==> src/rtl/mig_tg_pkg.sv <==
// Shared types, command encodings and per-lane pattern function for the
// MIG UI write-then-readback traffic generator.
package mig_tg_pkg;

  typedef enum logic [2:0] {
    ST_IDLE,
    ST_WRITE,
    ST_READ,
    ST_RD_WAIT,
    ST_DONE
  } state_e;

  typedef enum logic [1:0] {
    PAT_INCR  = 2'd0,
    PAT_ADDR  = 2'd1,
    PAT_INV   = 2'd2,
    PAT_INCR3 = 2'd3
  } pattern_e;

  localparam logic [2:0] CMD_WRITE = 3'b000;
  localparam logic [2:0] CMD_READ  = 3'b001;

  // One 32-bit lane of a beat; addr is the beat address already zero-extended
  // and offset, i is the beat index, j the lane index. All arithmetic wraps mod 2^32.
  function automatic logic [31:0] lane_word(input pattern_e mode, input logic [31:0] seed,
                                            input logic [31:0] addr, input logic [31:0] i,
                                            input logic [31:0] j);
    case (mode)
      PAT_ADDR: lane_word = addr;
      PAT_INV:  lane_word = ~(seed + i + j);
      default:  lane_word = seed + i + j;
    endcase
  endfunction

endpackage

==> src/rtl/mig_app_traffic_gen_if.sv <==
// MIG 7-series user-interface (app_*) bundle; the traffic generator is the
// master, the memory controller the slave.
interface mig_app_traffic_gen_if #(
  parameter int DATA_W = 256,
  parameter int ADDR_W = 29
);
  logic [ADDR_W-1:0]   app_addr;
  logic [2:0]          app_cmd;
  logic                app_en;
  logic [DATA_W-1:0]   app_wdf_data;
  logic                app_wdf_wren;
  logic                app_wdf_end;
  logic [DATA_W/8-1:0] app_wdf_mask;
  logic                app_rdy;
  logic                app_wdf_rdy;
  logic [DATA_W-1:0]   app_rd_data;
  logic                app_rd_data_valid;

  modport master (
    output app_addr, app_cmd, app_en, app_wdf_data, app_wdf_wren, app_wdf_end, app_wdf_mask,
    input  app_rdy, app_wdf_rdy, app_rd_data, app_rd_data_valid
  );

  modport slave (
    input  app_addr, app_cmd, app_en, app_wdf_data, app_wdf_wren, app_wdf_end, app_wdf_mask,
    output app_rdy, app_wdf_rdy, app_rd_data, app_rd_data_valid
  );
endinterface

==> src/rtl/mig_tg_pattern.sv <==
// Combinational beat generator: builds a full DATA_W word for beat idx from
// the latched run settings. Used for both write data and expected read data.
module mig_tg_pattern
  import mig_tg_pkg::*;
#(
  parameter int DATA_W    = 256,
  parameter int ADDR_W    = 29,
  parameter int ADDR_STEP = 8,
  parameter int BEATS_W   = 10
) (
  input  pattern_e           mode,
  input  logic [31:0]        seed,
  input  logic [ADDR_W-1:0]  base_addr,
  input  logic [BEATS_W-1:0] idx,
  output logic [DATA_W-1:0]  word
);
  localparam int LANES = DATA_W / 32;

  logic [31:0] beat_addr;

  assign beat_addr = 32'(base_addr) + 32'(idx) * 32'(ADDR_STEP);

  // Fill every 32-bit lane from the shared lane function.
  always_comb begin
    word = '0;
    for (int j = 0; j < LANES; j++) begin
      word[j*32 +: 32] = lane_word(mode, seed, beat_addr, 32'(idx), 32'(j));
    end
  end
endmodule

==> src/rtl/mig_app_traffic_gen.sv <==
// Write-then-readback traffic generator and checker for the MIG UI port.
// Writes num_beats patterned beats from base_addr, reads them back in order,
// counts mismatches and flags a stalled read stream.
module mig_app_traffic_gen
  import mig_tg_pkg::*;
#(
  parameter int DATA_W    = 256,
  parameter int ADDR_W    = 29,
  parameter int ADDR_STEP = 8,
  parameter int BEATS_W   = 10,
  parameter int TIMEOUT   = 4096
) (
  input  logic                  ui_clk,
  input  logic                  sys_rst,
  input  logic                  init_calib_complete,
  input  logic                  start,
  input  logic [BEATS_W-1:0]    num_beats,
  input  logic [ADDR_W-1:0]     base_addr,
  input  logic [1:0]            pattern_mode,
  input  logic [31:0]           seed,
  mig_app_traffic_gen_if.master app,
  output logic                  busy,
  output logic                  done,
  output logic                  error,
  output logic                  timeout,
  output logic [15:0]           err_count,
  output logic [BEATS_W-1:0]    first_err_beat
);
  localparam int IDLE_W = $clog2(TIMEOUT + 1);

  state_e             state_q, state_d;
  logic [BEATS_W-1:0] nb_q, wr_idx_q, rd_cmd_idx_q, rd_idx_q;
  logic [BEATS_W-1:0] last_idx, rd_idx_next;
  logic [ADDR_W-1:0]  base_q, addr_q;
  pattern_e           mode_q;
  logic [31:0]        seed_q;
  logic [IDLE_W-1:0]  idle_q;
  logic               timeout_q;
  logic [15:0]        err_q;
  logic [BEATS_W-1:0] first_q;
  logic [DATA_W-1:0]  wr_word, exp_word;
  logic               accept, xfer, rd_check, rd_mismatch, idle_expire;

  mig_tg_pattern #(.DATA_W(DATA_W), .ADDR_W(ADDR_W), .ADDR_STEP(ADDR_STEP), .BEATS_W(BEATS_W))
    u_wr_pattern (.mode(mode_q), .seed(seed_q), .base_addr(base_q), .idx(wr_idx_q), .word(wr_word));

  mig_tg_pattern #(.DATA_W(DATA_W), .ADDR_W(ADDR_W), .ADDR_STEP(ADDR_STEP), .BEATS_W(BEATS_W))
    u_rd_pattern (.mode(mode_q), .seed(seed_q), .base_addr(base_q), .idx(rd_idx_q), .word(exp_word));

  assign accept      = start & init_calib_complete & ((state_q == ST_IDLE) | (state_q == ST_DONE));
  assign xfer        = app.app_rdy & app.app_wdf_rdy;
  assign last_idx    = nb_q - BEATS_W'(1);
  assign rd_check    = app.app_rd_data_valid & ((state_q == ST_READ) | (state_q == ST_RD_WAIT));
  assign rd_mismatch = rd_check & (app.app_rd_data != exp_word);
  assign rd_idx_next = rd_idx_q + BEATS_W'(rd_check);
  assign idle_expire = (state_q == ST_RD_WAIT) & ~rd_check & (idle_q == IDLE_W'(TIMEOUT - 1));

  assign app.app_addr     = addr_q;
  assign app.app_wdf_end  = app.app_wdf_wren;
  assign app.app_wdf_mask = '0;

  assign busy           = (state_q == ST_WRITE) | (state_q == ST_READ) | (state_q == ST_RD_WAIT);
  assign done           = (state_q == ST_DONE);
  assign error          = done & ((err_q != 16'h0000) | timeout_q);
  assign timeout        = timeout_q;
  assign err_count      = err_q;
  assign first_err_beat = first_q;

  // State register; reset aborts any run in progress.
  always_ff @(posedge ui_clk or negedge sys_rst) begin
    if (!sys_rst) state_q <= ST_IDLE;
    else          state_q <= state_d;
  end

  // Next state and UI command outputs; write command and data are gated together.
  always_comb begin
    state_d          = state_q;
    app.app_en       = 1'b0;
    app.app_cmd      = CMD_WRITE;
    app.app_wdf_wren = 1'b0;
    app.app_wdf_data = '0;
    case (state_q)
      ST_IDLE, ST_DONE: begin
        if (accept) state_d = (num_beats == '0) ? ST_DONE : ST_WRITE;
      end
      ST_WRITE: begin
        app.app_en       = xfer;
        app.app_wdf_wren = xfer;
        app.app_wdf_data = wr_word;
        if (xfer && (wr_idx_q == last_idx)) state_d = ST_READ;
      end
      ST_READ: begin
        app.app_cmd = CMD_READ;
        app.app_en  = 1'b1;
        if (app.app_rdy && (rd_cmd_idx_q == last_idx)) state_d = ST_RD_WAIT;
      end
      ST_RD_WAIT: begin
        if ((rd_idx_next == nb_q) || idle_expire) state_d = ST_DONE;
      end
      default: state_d = ST_IDLE;
    endcase
  end

  // Run settings, beat counters, address walker and read-check results.
  always_ff @(posedge ui_clk or negedge sys_rst) begin
    if (!sys_rst) begin
      nb_q         <= '0;
      base_q       <= '0;
      addr_q       <= '0;
      mode_q       <= PAT_INCR;
      seed_q       <= '0;
      wr_idx_q     <= '0;
      rd_cmd_idx_q <= '0;
      rd_idx_q     <= '0;
      idle_q       <= '0;
      timeout_q    <= 1'b0;
      err_q        <= '0;
      first_q      <= '0;
    end else if (accept) begin
      nb_q         <= num_beats;
      base_q       <= base_addr;
      addr_q       <= base_addr;
      mode_q       <= pattern_e'(pattern_mode);
      seed_q       <= seed;
      wr_idx_q     <= '0;
      rd_cmd_idx_q <= '0;
      rd_idx_q     <= '0;
      idle_q       <= '0;
      timeout_q    <= 1'b0;
      err_q        <= '0;
      first_q      <= '0;
    end else begin
      case (state_q)
        ST_WRITE: begin
          if (xfer) begin
            wr_idx_q <= wr_idx_q + BEATS_W'(1);
            if (wr_idx_q == last_idx) addr_q <= base_q;
            else                      addr_q <= addr_q + ADDR_W'(ADDR_STEP);
          end
        end
        ST_READ: begin
          if (app.app_rdy) begin
            rd_cmd_idx_q <= rd_cmd_idx_q + BEATS_W'(1);
            addr_q       <= addr_q + ADDR_W'(ADDR_STEP);
          end
        end
        default: ;
      endcase
      if (rd_check) begin
        rd_idx_q <= rd_idx_q + BEATS_W'(1);
        if (rd_mismatch) begin
          if (err_q != 16'hFFFF) err_q <= err_q + 16'd1;
          if (err_q == 16'h0000) first_q <= rd_idx_q;
        end
      end
      if ((state_q == ST_RD_WAIT) && !rd_check) idle_q <= idle_q + IDLE_W'(1);
      else                                      idle_q <= '0;
      if (idle_expire) timeout_q <= 1'b1;
    end
  end
endmodule

==> src/flat_wrapper.sv <==
// flat-port wrapper written by rule: the top's interface ports become plain ports
module mig_app_traffic_gen_flat import mig_tg_pkg::*;
#(
  parameter int DATA_W    = 256,
  parameter int ADDR_W    = 29,
  parameter int ADDR_STEP = 8,
  parameter int BEATS_W   = 10,
  parameter int TIMEOUT   = 4096
)
  (ui_clk, sys_rst, init_calib_complete, start, num_beats, base_addr, pattern_mode, seed, busy, done, error, timeout, err_count, first_err_beat, app_app_addr, app_app_cmd, app_app_en, app_app_wdf_data, app_app_wdf_wren, app_app_wdf_end, app_app_wdf_mask, app_app_rdy, app_app_wdf_rdy, app_app_rd_data, app_app_rd_data_valid);
  mig_app_traffic_gen_if #(.DATA_W(DATA_W), .ADDR_W(ADDR_W)) app_i ();
  input  logic ui_clk;
  input  logic sys_rst;
  input  logic init_calib_complete;
  input  logic start;
  input  logic [BEATS_W-1:0] num_beats;
  input  logic [ADDR_W-1:0] base_addr;
  input  logic [1:0] pattern_mode;
  input  logic [31:0] seed;
  output logic busy;
  output logic done;
  output logic error;
  output logic timeout;
  output logic [15:0] err_count;
  output logic [BEATS_W-1:0] first_err_beat;
  output wire logic [$bits(app_i.app_addr)-1:0] app_app_addr;
  output wire logic [$bits(app_i.app_cmd)-1:0] app_app_cmd;
  output wire logic [$bits(app_i.app_en)-1:0] app_app_en;
  output wire logic [$bits(app_i.app_wdf_data)-1:0] app_app_wdf_data;
  output wire logic [$bits(app_i.app_wdf_wren)-1:0] app_app_wdf_wren;
  output wire logic [$bits(app_i.app_wdf_end)-1:0] app_app_wdf_end;
  output wire logic [$bits(app_i.app_wdf_mask)-1:0] app_app_wdf_mask;
  input wire logic [$bits(app_i.app_rdy)-1:0] app_app_rdy;
  input wire logic [$bits(app_i.app_wdf_rdy)-1:0] app_app_wdf_rdy;
  input wire logic [$bits(app_i.app_rd_data)-1:0] app_app_rd_data;
  input wire logic [$bits(app_i.app_rd_data_valid)-1:0] app_app_rd_data_valid;
  assign app_app_addr = app_i.app_addr;
  assign app_app_cmd = app_i.app_cmd;
  assign app_app_en = app_i.app_en;
  assign app_app_wdf_data = app_i.app_wdf_data;
  assign app_app_wdf_wren = app_i.app_wdf_wren;
  assign app_app_wdf_end = app_i.app_wdf_end;
  assign app_app_wdf_mask = app_i.app_wdf_mask;
  assign app_i.app_rdy = app_app_rdy;
  assign app_i.app_wdf_rdy = app_app_wdf_rdy;
  assign app_i.app_rd_data = app_app_rd_data;
  assign app_i.app_rd_data_valid = app_app_rd_data_valid;
  mig_app_traffic_gen #(.DATA_W(DATA_W), .ADDR_W(ADDR_W), .ADDR_STEP(ADDR_STEP), .BEATS_W(BEATS_W), .TIMEOUT(TIMEOUT)) u_core (.ui_clk(ui_clk), .sys_rst(sys_rst), .init_calib_complete(init_calib_complete), .start(start), .num_beats(num_beats), .base_addr(base_addr), .pattern_mode(pattern_mode), .seed(seed), .app(app_i), .busy(busy), .done(done), .error(error), .timeout(timeout), .err_count(err_count), .first_err_beat(first_err_beat));
endmodule
==> config.mk <==
export PLATFORM = sky130hd
export DESIGN_NAME = mig_app_traffic_gen_flat
export DESIGN_NICKNAME = d
export VERILOG_FILES = /design/src/rtl/mig_tg_pkg.sv /design/src/rtl/mig_app_traffic_gen_if.sv /design/src/rtl/mig_tg_pattern.sv /design/src/rtl/mig_app_traffic_gen.sv /design/src/flat_wrapper.sv
export SDC_FILE = /design/constraint.sdc
export NUM_CORES = 2
export LEC_CHECK = 0
export BUFFER_PORTS_ARGS = -buffer_cell sky130_fd_sc_hd__buf_2
export CAP_MARGIN = 20
export CELL_PAD_IN_SITES_DETAIL_PLACEMENT = 0
export CELL_PAD_IN_SITES_GLOBAL_PLACEMENT = 1
export CORE_MARGIN = 3
export CORE_UTILIZATION = 35
export DETAILED_ROUTE_END_ITERATION = 8
export PLACE_DENSITY_LB_ADDON = 0.1
export SLEW_MARGIN = 0
export SYNTH_ARGS = -nofsm -noshare
export SYNTH_HDL_FRONTEND = slang
export SYNTH_SLANG_ARGS = --single-unit
export TNS_END_PERCENT = 5
==> constraint.sdc <==
create_clock -name ui_clk -period 8.55 [get_ports ui_clk]
set_input_delay 1.71 -clock ui_clk [delete_from_list [all_inputs] [get_ports ui_clk]]
set_output_delay 1.71 -clock ui_clk [all_outputs]
set_load 0.03 [all_outputs]
==> run_results.csv <==
group,metric,value,unit
worst_setup_path,critical_path.slowest_cell,"sky130_fd_sc_hd__or4_1",
synth,synth.cell_area,34800,um^2
routing,drt_iter0_markers,6166,
floorplan,io_pins,689,
place,placed_cells,6929,
synth,asyncSetResetFlopFracSynth,100,%
finish,post_layout_nonfiller_instances,6983,
floorplan,core.rowCount,115,
synth,sequential_cell_area_fraction_in_the_yosys_report,12.6,%
synth,post_synth.cell_area_avg,6.77,um^2
clock_tree,clkTransAtPathRegs,90,ps
grt,globalRoute.totalOverflow,0,
worst_setup_path,reg2reg_to,"u_core.first_err_beat[1]",
job,drv.max_cap_violation_count,0,
floorplan,floorplan.core_area,98400,um^2
clock_tree,cts_buffers,17,
grt,grt_pass1_wl,303000,um
clock_tree,cts_buffer_depth,2,
routing,post_drt_wl_per_cell,31.1,um
synth,synth.ff_latch_count,175,
grt,first_global_vias,40900,
place,place.detailed.hpwl,174000,um
routing,vias_per_cell,6.54,
finish,final_common_cell,"sky130_fd_sc_hd__nand2_1",
timing,slew_headroom,14.9,%
worst_hold_path,worstHoldEndpoint,"u_core.idle_q[0]",
floorplan,floorplan.initialDensity,35.3,%
finish,final_design_area_no_fill,40900,um^2
power,ir_drop,0.000525,V
timing,totalNegativeSetupSlack,0,ps
synth,number_of_synthesized_flops_with_an_enable_pin,0,
routing,routed_wl_met2,93800,um
timing,post_route_clock_period_utilization,95.7,%
timing,finalWorstPathRequiredPeriod,8180,ps
worst_setup_path,r2r_setup_slack,400,ps
worst_hold_path,hold_path_class,"reg -> reg",
synth,library_cell_with_the_largest_summed_area_after_synthesis,"sky130_fd_sc_hd__dfrtp_1",
grt,grtUsageTotal,39.7,%
worst_setup_path,timing.critical_path.buf_inv,1,
timing,max_freq,122,MHz
clock_tree,depth_of_the_cts_h_tree,4,
place,routabilityCongestion,1.06,
timing,worstMarginPinSlew,1280,ps
finish,num-nets-final,6079,
timing,maxSlewViolCount,0,
timing,rsz0062_at_grt,"false",
synth,synth-main-ff-cell,"sky130_fd_sc_hd__dfrtp_1",
finish,layout.cells.most_common_list,"sky130_fd_sc_hd__nand2_1, sky130_fd_sc_hd__buf_2, sky130_fd_sc_hd__xnor2_1",
outcome,run_status,"completed",
worst_setup_path,setup.worst_path.class,"reg -> out",
timing,hold_violations,0,
worst_setup_path,critical_path.cell_chain,"ha_1 -> fa_1 -> a21o_1 -> a21oi_1 -> o21bai_1 -> a21oi_2 -> o21bai_1 -> a21oi_2 -> o21a_1 -> nor2_1 -> xnor2_1 -> or4_1 -> nor2b_1 -> and4_1 -> nor2b_1 -> and2_1 -> a21oi_1 -> a2111oi_0 -> buf_2",
synth,synth_cells,5137,
power,power_per_cell_area,518,nW/um^2
grt,number_of_antenna_violations_at_the_first_check_in_global_routing,17,
synth,yosys.cell_types.count,100,
worst_setup_path,critical_path.max_stage_delay,740,ps
power,power.leakage,16.3,nW
synth,synth_warnings,0,
floorplan,fp.dieW,321,um
routing,highest_layer,"met5",
timing,finClkSkew,23.4,ps
routing,totalWireLength,217000,um
place,io_buffers,654,
worst_setup_path,critical_path_arrival,6470,ps
clock_tree,holdBufCountCts,0,
grt,grt_max_degree,204,
routing,dr_wl_met3,23700,um
routing,drt-met1-wl,89400,um
routing,dr_total_vias,45700,
finish,syn_to_final_growth,17.5,%
synth,netlist_top_cells_area,"sky130_fd_sc_hd__dfrtp_1, sky130_fd_sc_hd__xnor2_1, sky130_fd_sc_hd__nand2_1, sky130_fd_sc_hd__a21oi_1, sky130_fd_sc_hd__a221oi_1",
worst_setup_path,reg2regPathDepth,21,
floorplan,die_area,103000,um^2
clock_tree,cts_tree,"built",
worst_hold_path,hold-path-cell-count,1,
clock_tree,cts.sink_count,175,
finish,filler_cell_count,10700,
routing,drt-pass1-iter-count,7,
clock_tree,worst_skew_pair.late_latency,500,ps
worst_setup_path,crit_path_start_kind,"flip-flop",
worst_hold_path,worstHoldStart,"u_core.idle_q[0]",
finish,drive_above_1_share,18.4,%
place,placement.cell_area,40100,um^2
power,totalPowerFinal,21.2,mW
routing,drtAntennaViolNets,0,
timing,setup_viol_count_final,0,
clock_tree,cts_root_buf,"sky130_fd_sc_hd__clkbuf_16",
routing,drc,0,
worst_setup_path,cp_max_fo,8,
worst_setup_path,worstSetupEndpointType,"output port",
synth,synth_largest_type_area_fraction,12.6,%
worst_setup_path,critical_path_required,6840,ps
floorplan,dieHeight,321,um
worst_setup_path,r2r_start,"u_core.rd_idx_q[0]",
worst_setup_path,crit_family,"compound AO/OA/AOI/OAI gates",
[state kept, by name, indices dropped and copies added (netlist names), 13 cells and up]
register / flops
u_core.app.app_addr: 29
u_core.base_q: 29
u_core.err_count: 16
u_core.idle_q: 13
u_core.seed_q: 32
[report_power, final]
part,switching (mW),internal [mW]
Combinational,13.1,5.50
Clock,0.454,0.398
Sequential,0.620,1.08
[worst reg2reg max path: cells and delay by family, from the launching register on]
kind	cells	cell delay [ps]
AND/OR/NAND/NOR	9	3510
AO/OA/AOI/OAI	5	2090
adder cells (fa/ha/maj)	2	750
buffers and inverters	3	640
flip-flops	1	580
XOR/XNOR	1	220
multiplexers	1	220
[cell usage after synthesis (all sizes together), types with 111 or more instances]
| master | count |
|---|---|
| a21oi | 322 |
| a221oi | 183 |
| a31oi | 111 |
| buf | 114 |
| clkbuf | 328 |
| dfrtp | 175 |
| mux2i | 132 |
| nand2 | 775 |
| nand3 | 228 |
| nand4 | 146 |
| nor2 | 363 |
| nor3 | 209 |
| nor4 | 125 |
| o21ai | 195 |
| xnor2 | 394 |
| xor2 | 156 |
[cell type report]
type / instances / area [um^2] / area share (%)
antenna: 17 / 42.5 / 0.104
clock buffer: 17 / 425 / 1.04
clock inverter: 15 / 186 / 0.456
inverter: 85 / 320 / 0.784
multi-input combinational: 4468 / 28500 / 69.8
sequential: 175 / 4380 / 10.7
tap: 1287 / 1610 / 3.94
timing repair buffer: 919 / 5360 / 13.1
[metal layers]
metal,global-route usage [%],up-vias
met4,16.3,8
met2,60.8,2797
li1,-,20300
met1,52.6,22100
met5,0,-
met3,10.8,459
[worst max-delay path by stage]
| stage | from | to | slack, ps | cells past startpoint |
|---|---|---|---|---|
| 2_1_floorplan | u_core.wr_idx_q[0] | app_app_wdf_data[124] | 700 | 19 |
| 3_3_place_gp | u_core.wr_idx_q[0] | app_app_wdf_data[122] | 710 | 21 |
| 3_5_place_dp | u_core.wr_idx_q[0] | app_app_wdf_data[57] | 700 | 19 |
| 4_1_cts | u_core.wr_idx_q[0] | app_app_wdf_data[57] | 120 | 19 |
| 5_1_grt | u_core.wr_idx_q[0] | app_app_wdf_data[156] | 120 | 22 |
| 6_report | u_core.wr_idx_q[0] | app_app_wdf_data[57] | 370 | 19 |
[stage by stage]
step                setup slack, ps  util, %  hold WS, ps
floorplan                       705        -          448
global placement                715     40.7          476
detailed placement              702     40.8          477
CTS                             125     41.4          490
global route                    122     41.5          515
finish                          366     41.5          486
[what timing repair did]
item,CTS,global route
setup endpoints to repair,0,29
gates resized for setup,0,4
setup buffers,0,0
[kinds of logic (layout without fill, tap and decap cells)]
logic type	after synthesis	after routing	synth area share, %
adders and majority gates	77	77	2.86
muxes	146	146	4.25
xor gates and xnor gates	555	555	14.2
DFF	175	175	12.6
other	1	51	0.0108
AOI/OAI and AO/OA	1445	1445	28.9
and+or+nand+nor	2211	2211	30.9
buffers and inverters	527	1036	6.27
Power figures use the tool's default switching activity.
